`src/rtl/bus_arbiter3_pkg.sv`:
```
// Shared types, encodings and the round-robin pick used by the three-way bus arbiter.
// The arbiter and its bus mux both import this package.
package bus_arbiter3_pkg;

    typedef enum logic {
        ST_IDLE  = 1'b0,
        ST_GRANT = 1'b1
    } arb_state_e;

    localparam logic [1:0] SEL_A = 2'b00;
    localparam logic [1:0] SEL_B = 2'b01;
    localparam logic [1:0] SEL_C = 2'b10;

    localparam int unsigned IDX_A = 0;
    localparam int unsigned IDX_B = 1;
    localparam int unsigned IDX_C = 2;

    localparam logic [2:0] GNT_NONE = 3'b000;
    localparam logic [2:0] GNT_A    = 3'b001;
    localparam logic [2:0] GNT_B    = 3'b010;
    localparam logic [2:0] GNT_C    = 3'b100;

    // Search starts just after last_gnt (A -> B -> C -> A); excluded requesters never win.
    function automatic logic [2:0] rr_pick(input logic [2:0] req,
                                           input logic [2:0] last_gnt,
                                           input logic [2:0] excl);
        logic [2:0] cand;
        logic [2:0] win;
        cand = req & ~excl;
        win  = GNT_NONE;
        case (last_gnt)
            GNT_A: begin
                if (cand[IDX_B])      win = GNT_B;
                else if (cand[IDX_C]) win = GNT_C;
                else if (cand[IDX_A]) win = GNT_A;
                else                  win = GNT_NONE;
            end
            GNT_B: begin
                if (cand[IDX_C])      win = GNT_C;
                else if (cand[IDX_A]) win = GNT_A;
                else if (cand[IDX_B]) win = GNT_B;
                else                  win = GNT_NONE;
            end
            default: begin
                if (cand[IDX_A])      win = GNT_A;
                else if (cand[IDX_B]) win = GNT_B;
                else if (cand[IDX_C]) win = GNT_C;
                else                  win = GNT_NONE;
            end
        endcase
        return win;
    endfunction

    function automatic logic [1:0] sel_of(input logic [2:0] onehot);
        logic [1:0] s;
        case (onehot)
            GNT_B:   s = SEL_B;
            GNT_C:   s = SEL_C;
            default: s = SEL_A;
        endcase
        return s;
    endfunction

endpackage

```
`src/rtl/bus_arbiter3_mux3to1.sv`:
```
// Three-input bus multiplexer steered by the arbiter's registered select.
module mux3to1
    import bus_arbiter3_pkg::*;
#(
    parameter int W = 32
) (
    input  logic [1:0]   sel,
    input  logic [W-1:0] d0,
    input  logic [W-1:0] d1,
    input  logic [W-1:0] d2,
    output logic [W-1:0] y
);

    // Select 11 never occurs; it falls back to requester A like the idle case.
    always_comb begin
        y = d0;
        case (sel)
            SEL_A:   y = d0;
            SEL_B:   y = d1;
            SEL_C:   y = d2;
            default: y = d0;
        endcase
    end

endmodule

```
`src/rtl/bus_arbiter3.sv`:
```
// Round-robin arbiter for three requesters with a bounded hold time per grant.
// Grant and select are registered; the shared bus is a mux driven by the registered select.
module bus_arbiter3
    import bus_arbiter3_pkg::*;
#(
    parameter int MAX_HOLD = 4,
    parameter int W        = 32
) (
    input  logic         clk,
    input  logic         rst,
    input  logic [2:0]   req,
    input  logic [W-1:0] data_a,
    input  logic [W-1:0] data_b,
    input  logic [W-1:0] data_c,
    output logic [2:0]   gnt,
    output logic [1:0]   sel,
    output logic [W-1:0] bus_data,
    output logic         bus_valid
);

    localparam int CW = (MAX_HOLD > 1) ? $clog2(MAX_HOLD) : 1;
    localparam logic [CW-1:0] HOLD_LAST = CW'(MAX_HOLD - 1);

    arb_state_e    state_r;
    arb_state_e    state_s;
    logic [2:0]    gnt_r;
    logic [2:0]    gnt_s;
    logic [1:0]    sel_r;
    logic          bus_valid_r;
    logic [CW-1:0] hold_cnt_r;
    logic [CW-1:0] hold_s;
    logic [2:0]    last_gnt_r;
    logic [2:0]    last_s;
    logic [2:0]    win_s;
    logic          others_s;
    logic          release_s;

    // Next-state: in IDLE gnt_r is zero, so excluding it leaves every requester eligible.
    always_comb begin
        state_s   = state_r;
        gnt_s     = gnt_r;
        hold_s    = hold_cnt_r;
        last_s    = last_gnt_r;
        win_s     = rr_pick(req, last_gnt_r, gnt_r);
        others_s  = |(req & ~gnt_r);
        release_s = 1'b0;

        case (state_r)
            ST_IDLE: begin
                release_s = 1'b1;
            end
            ST_GRANT: begin
                if (!(|(req & gnt_r))) begin
                    release_s = 1'b1;
                end else if ((hold_cnt_r == HOLD_LAST) && others_s) begin
                    release_s = 1'b1;
                end else begin
                    release_s = 1'b0;
                end
            end
            default: begin
                release_s = 1'b1;
            end
        endcase

        if (release_s) begin
            if (win_s != GNT_NONE) begin
                state_s = ST_GRANT;
                gnt_s   = win_s;
                hold_s  = '0;
                last_s  = win_s;
            end else begin
                state_s = ST_IDLE;
                gnt_s   = GNT_NONE;
                hold_s  = '0;
            end
        end else if (hold_cnt_r != HOLD_LAST) begin
            hold_s = hold_cnt_r + CW'(1);
        end else begin
            hold_s = hold_cnt_r;
        end
    end

    // State and output registers with synchronous reset.
    always_ff @(posedge clk) begin
        if (rst) begin
            state_r     <= ST_IDLE;
            gnt_r       <= GNT_NONE;
            sel_r       <= SEL_A;
            bus_valid_r <= 1'b0;
            hold_cnt_r  <= '0;
            last_gnt_r  <= GNT_C;
        end else begin
            state_r     <= state_s;
            gnt_r       <= gnt_s;
            sel_r       <= sel_of(gnt_s);
            bus_valid_r <= |gnt_s;
            hold_cnt_r  <= hold_s;
            last_gnt_r  <= last_s;
        end
    end

    assign gnt       = gnt_r;
    assign sel       = sel_r;
    assign bus_valid = bus_valid_r;

    mux3to1 #(.W(W)) u_bus_mux (
        .sel (sel_r),
        .d0  (data_a),
        .d1  (data_b),
        .d2  (data_c),
        .y   (bus_data)
    );

endmodule
```
`config.mk`:
```
export PLATFORM = sky130hd
export DESIGN_NAME = bus_arbiter3
export DESIGN_NICKNAME = d
export VERILOG_FILES = /design/src/rtl/bus_arbiter3_pkg.sv /design/src/rtl/bus_arbiter3_mux3to1.sv /design/src/rtl/bus_arbiter3.sv
export SDC_FILE = /design/constraint.sdc
export NUM_CORES = 1
export LEC_CHECK = 0
export ABC_AREA = 1
export CORE_MARGIN = 5
export CORE_UTILIZATION = 31
export CTS_CLUSTER_DIAMETER = 60
export DETAILED_ROUTE_END_ITERATION = 8
export PLACE_DENSITY = 0.87
export SLEW_MARGIN = 30
export SYNTH_ARGS = -nofsm -noshare
export SYNTH_HDL_FRONTEND = slang
export SYNTH_SLANG_ARGS = --single-unit
```
`constraint.sdc`:
```
create_clock -name clk -period 2.7 [get_ports clk]
set_clock_uncertainty 0.1 [all_clocks]
set_input_delay 0.54 -clock clk [delete_from_list [all_inputs] [get_ports clk]]
set_output_delay 0.54 -clock clk [all_outputs]
set_load 0.1 [all_outputs]
```
==> out/metrics.cfg <==
[worst_hold_path]
holdCritPathClass=flop to flop
worstHoldPathCells=2
min_from=last_gnt_r[1]
hold-path-endpoint=last_gnt_r[1]

[yosys]
ys_ff_latch=12
synth_fa_ha_area_share_pct=2.93
yosysSeqAreaShare_pct=18.8
synth-compound-area-share_pct=27.0
synthXorXnorAreaFrac_pct=0.684
async_flop_share_pct=0
netlist_top_cells_count=a21oi_1, nand2_1, nor2_1, inv_1, clkbuf_1
yosys.area_share.simple_pct=40.0
yosys-top-cells-area=a21oi_1, dfxtp_1, nand2_1
synth.area.mux_share_pct=0.782
synth_nets=342
yosysTopAreaCell=a21oi_1
synth_edf_count=0
ys_warn_count=0
syn-instance-count=238
ys.flop_type=dfxtp_1
synth_top_family_by_area=simple AND/OR/NAND/NOR gates
synth.avg_cell_area_um2=5.38
synth_area_mm2=0.00128
synth_top_area_share_pct=26.2
synth.most_common_cell=a21oi_1
ys_types=18

[routing]
vias_per_cell=5.04
post-route-drc-count=0
initialDrtViolationCount=128
vias=2139
wl_um=6890
wire_per_inst_um=16.2
firstDrtPassIters=4
ant_nets=0

[floorplan]
top_level_ports=139
rows=23
die_x_um=74.3
start_util_pct=32.0
core_area_mm2=0.00400
dieHeight_um=74.3
die_area_mm2=0.00551

[cells_and_area]
multi_input_area_mm2=0.00126
area_growth_pct=168
fill_cells=224
drive_above_1_share_pct=26.5
stdcell_area_mm2=0.00343
diodes=0
register_area_um2=248
finalNetCount=479

[run]
maxCapViolations=0

[sta]
tns_ns=0
grt_setup_unrepaired=no
hold_viol=0
fin_crit_ns=2.39
slew_viol_final=0
worst_slew_pin_slew_ns=0.332
period_share_pct=88.6
setup_viol=0
max_freq_mhz=418
slew_headroom_pct=77.9

[placed_design]
dp_hpwl_um=5710
portBuffers=138
gp_congestion=0.875
place_area_mm2=0.00339

[critical_path]
critPathMaxFanout=22
crit_type=flop to output pin
crit_arrival_ns=1.75
worst_setup_path_end_kind=output pin
r2r_slack_ns=1.19
worst_path_largest_cell_delay_ns=0.35
worstSetupStartpointType=flop
slowest_stage=dfxtp_4
path_cells=inv_1 -> ha_1 -> inv_1 -> buf_4 -> nor2_1 -> a21oi_4 -> buf_12
rr_endpoint=sel[1]
timing.rr.start=gnt[1]
cp_common_cell=inv_1
worst_r2r_path_depth=10
cp.required_ns=2.06

[clock_network]
post_cts_resized=0
cts_tree=done
post_cts_buffers=0
ctsHoldBuffers=0
cts-buffers-inserted=3
path_clk_slew_ns=0.05
clock_latency_ns=0.25
clkSinkCount=12
clockRootBuffer=clkbuf_8
clk_path_buf_depth=2
htree_levels=1

[global_routing]
grtUsageTotal_pct=23.8
first_global_vias=2082
grt_first_pass_wirelength_um=10200
overflow=0
grt_max_degree=33
antenna_found_initial=0

[pwr]
power.leakage_uw=0.00142
peakVddDrop_mv=0.493
powerDensity_mw_per_mm2=550

[outcome]
status=finished clean

## cells by family after synthesis
family / after synthesis
AND/OR/NAND/NOR: 119
AO/OA/AOI/OAI: 69
buffers and inverters: 33
flip-flops: 12
adder cells (fa/ha/maj): 3
XOR/XNOR: 1
multiplexers: 1
## through the flow
stage                     hold WS [ns]  utilization, %  setup WS [ns]  instances  total power, uW
after floorplan                  0.351               -       -0.00677        238             1140
after global placement           0.366            84.6          0.570        420             1700
after detailed placement         0.382            84.6          0.523        420             1720
after CTS                        0.390            85.8          0.290        424             1890
after global routing             0.410            85.8          0.219        424             1960
final                            0.390            85.8          0.307        424             1890
## worst max-delay path by stage
stage | from | end | depth (start not counted)
after detailed placement | data_c[11] | bus_data[11] | 4
after global routing | sel[0] | bus_data[2] | 7
after CTS | sel[0] | bus_data[2] | 7
final | sel[0] | bus_data[2] | 7
after floorplan | sel[0] | bus_data[0] | 7
after global placement | sel[0] | bus_data[14] | 7
## cell type report
| type | instances | share of cell area [%] |
|---|---|---|
| timing repair buffer | 145 | 50.7 |
| multi-input combinational | 193 | 36.7 |
| sequential | 12 | 7.22 |
| inverter | 20 | 2.26 |
| tap | 50 | 1.82 |
| clock buffer | 3 | 1.20 |
| clock inverter | 1 | 0.109 |
## placed cells by master, fill, tap and decap left out, drive strengths merged
| cell type | synthesis | final |
|---|---|---|
| clkdlybuf4s50 | 0 | 100 |
| a21oi | 67 | 67 |
| nand2 | 63 | 63 |
| nor2 | 47 | 47 |
| buf | 0 | 45 |
| inv | 20 | 20 |
| dfxtp | 12 | 12 |
| nand3 | 8 | 8 |
| ha | 3 | 3 |
| clkbuf | 13 | 3 |
| o21ai | 2 | 2 |
| nand4 | 1 | 1 |
| xor2 | 1 | 1 |
| mux2i | 1 | 1 |
| clkinv | 0 | 1 |
## state kept, by name, summed over array words and instances, names as in the netlist
signal / cells
hold_cnt_r: 2
state_r: 1
gnt: 3
bus_valid: 1
sel: 2
last_gnt_r: 3
## metal layers
| layer | global-route usage [%] | share of wire (%) | vias up |
|---|---|---|---|
| li1 | - | - | 1041 |
| met1 | 26.5 | 37 | 981 |
| met2 | 45.8 | 54 | 102 |
| met3 | 4.05 | 7.7 | 15 |
| met4 | 6.72 | 2.1 | 0 |
| met5 | 0 | 0 | - |
## power breakdown
group	internal (uW)	leakage (uW)	switching, uW
clock network	100	0.0000231	67.2
registers	192	0.000100	11.4
logic	559	0.00130	956
## critical path: cells and delay by family (launching register included)
kind / cells / cell delay, ns
AOI/OAI and AO/OA: 1 / 0.16
adders and majority gates: 1 / 0.31
buffers and inverters: 4 / 0.57
DFF: 1 / 0.35
and+or+nand+nor: 1 / 0.11
Note: power is estimated with default switching activity, not from simulation.
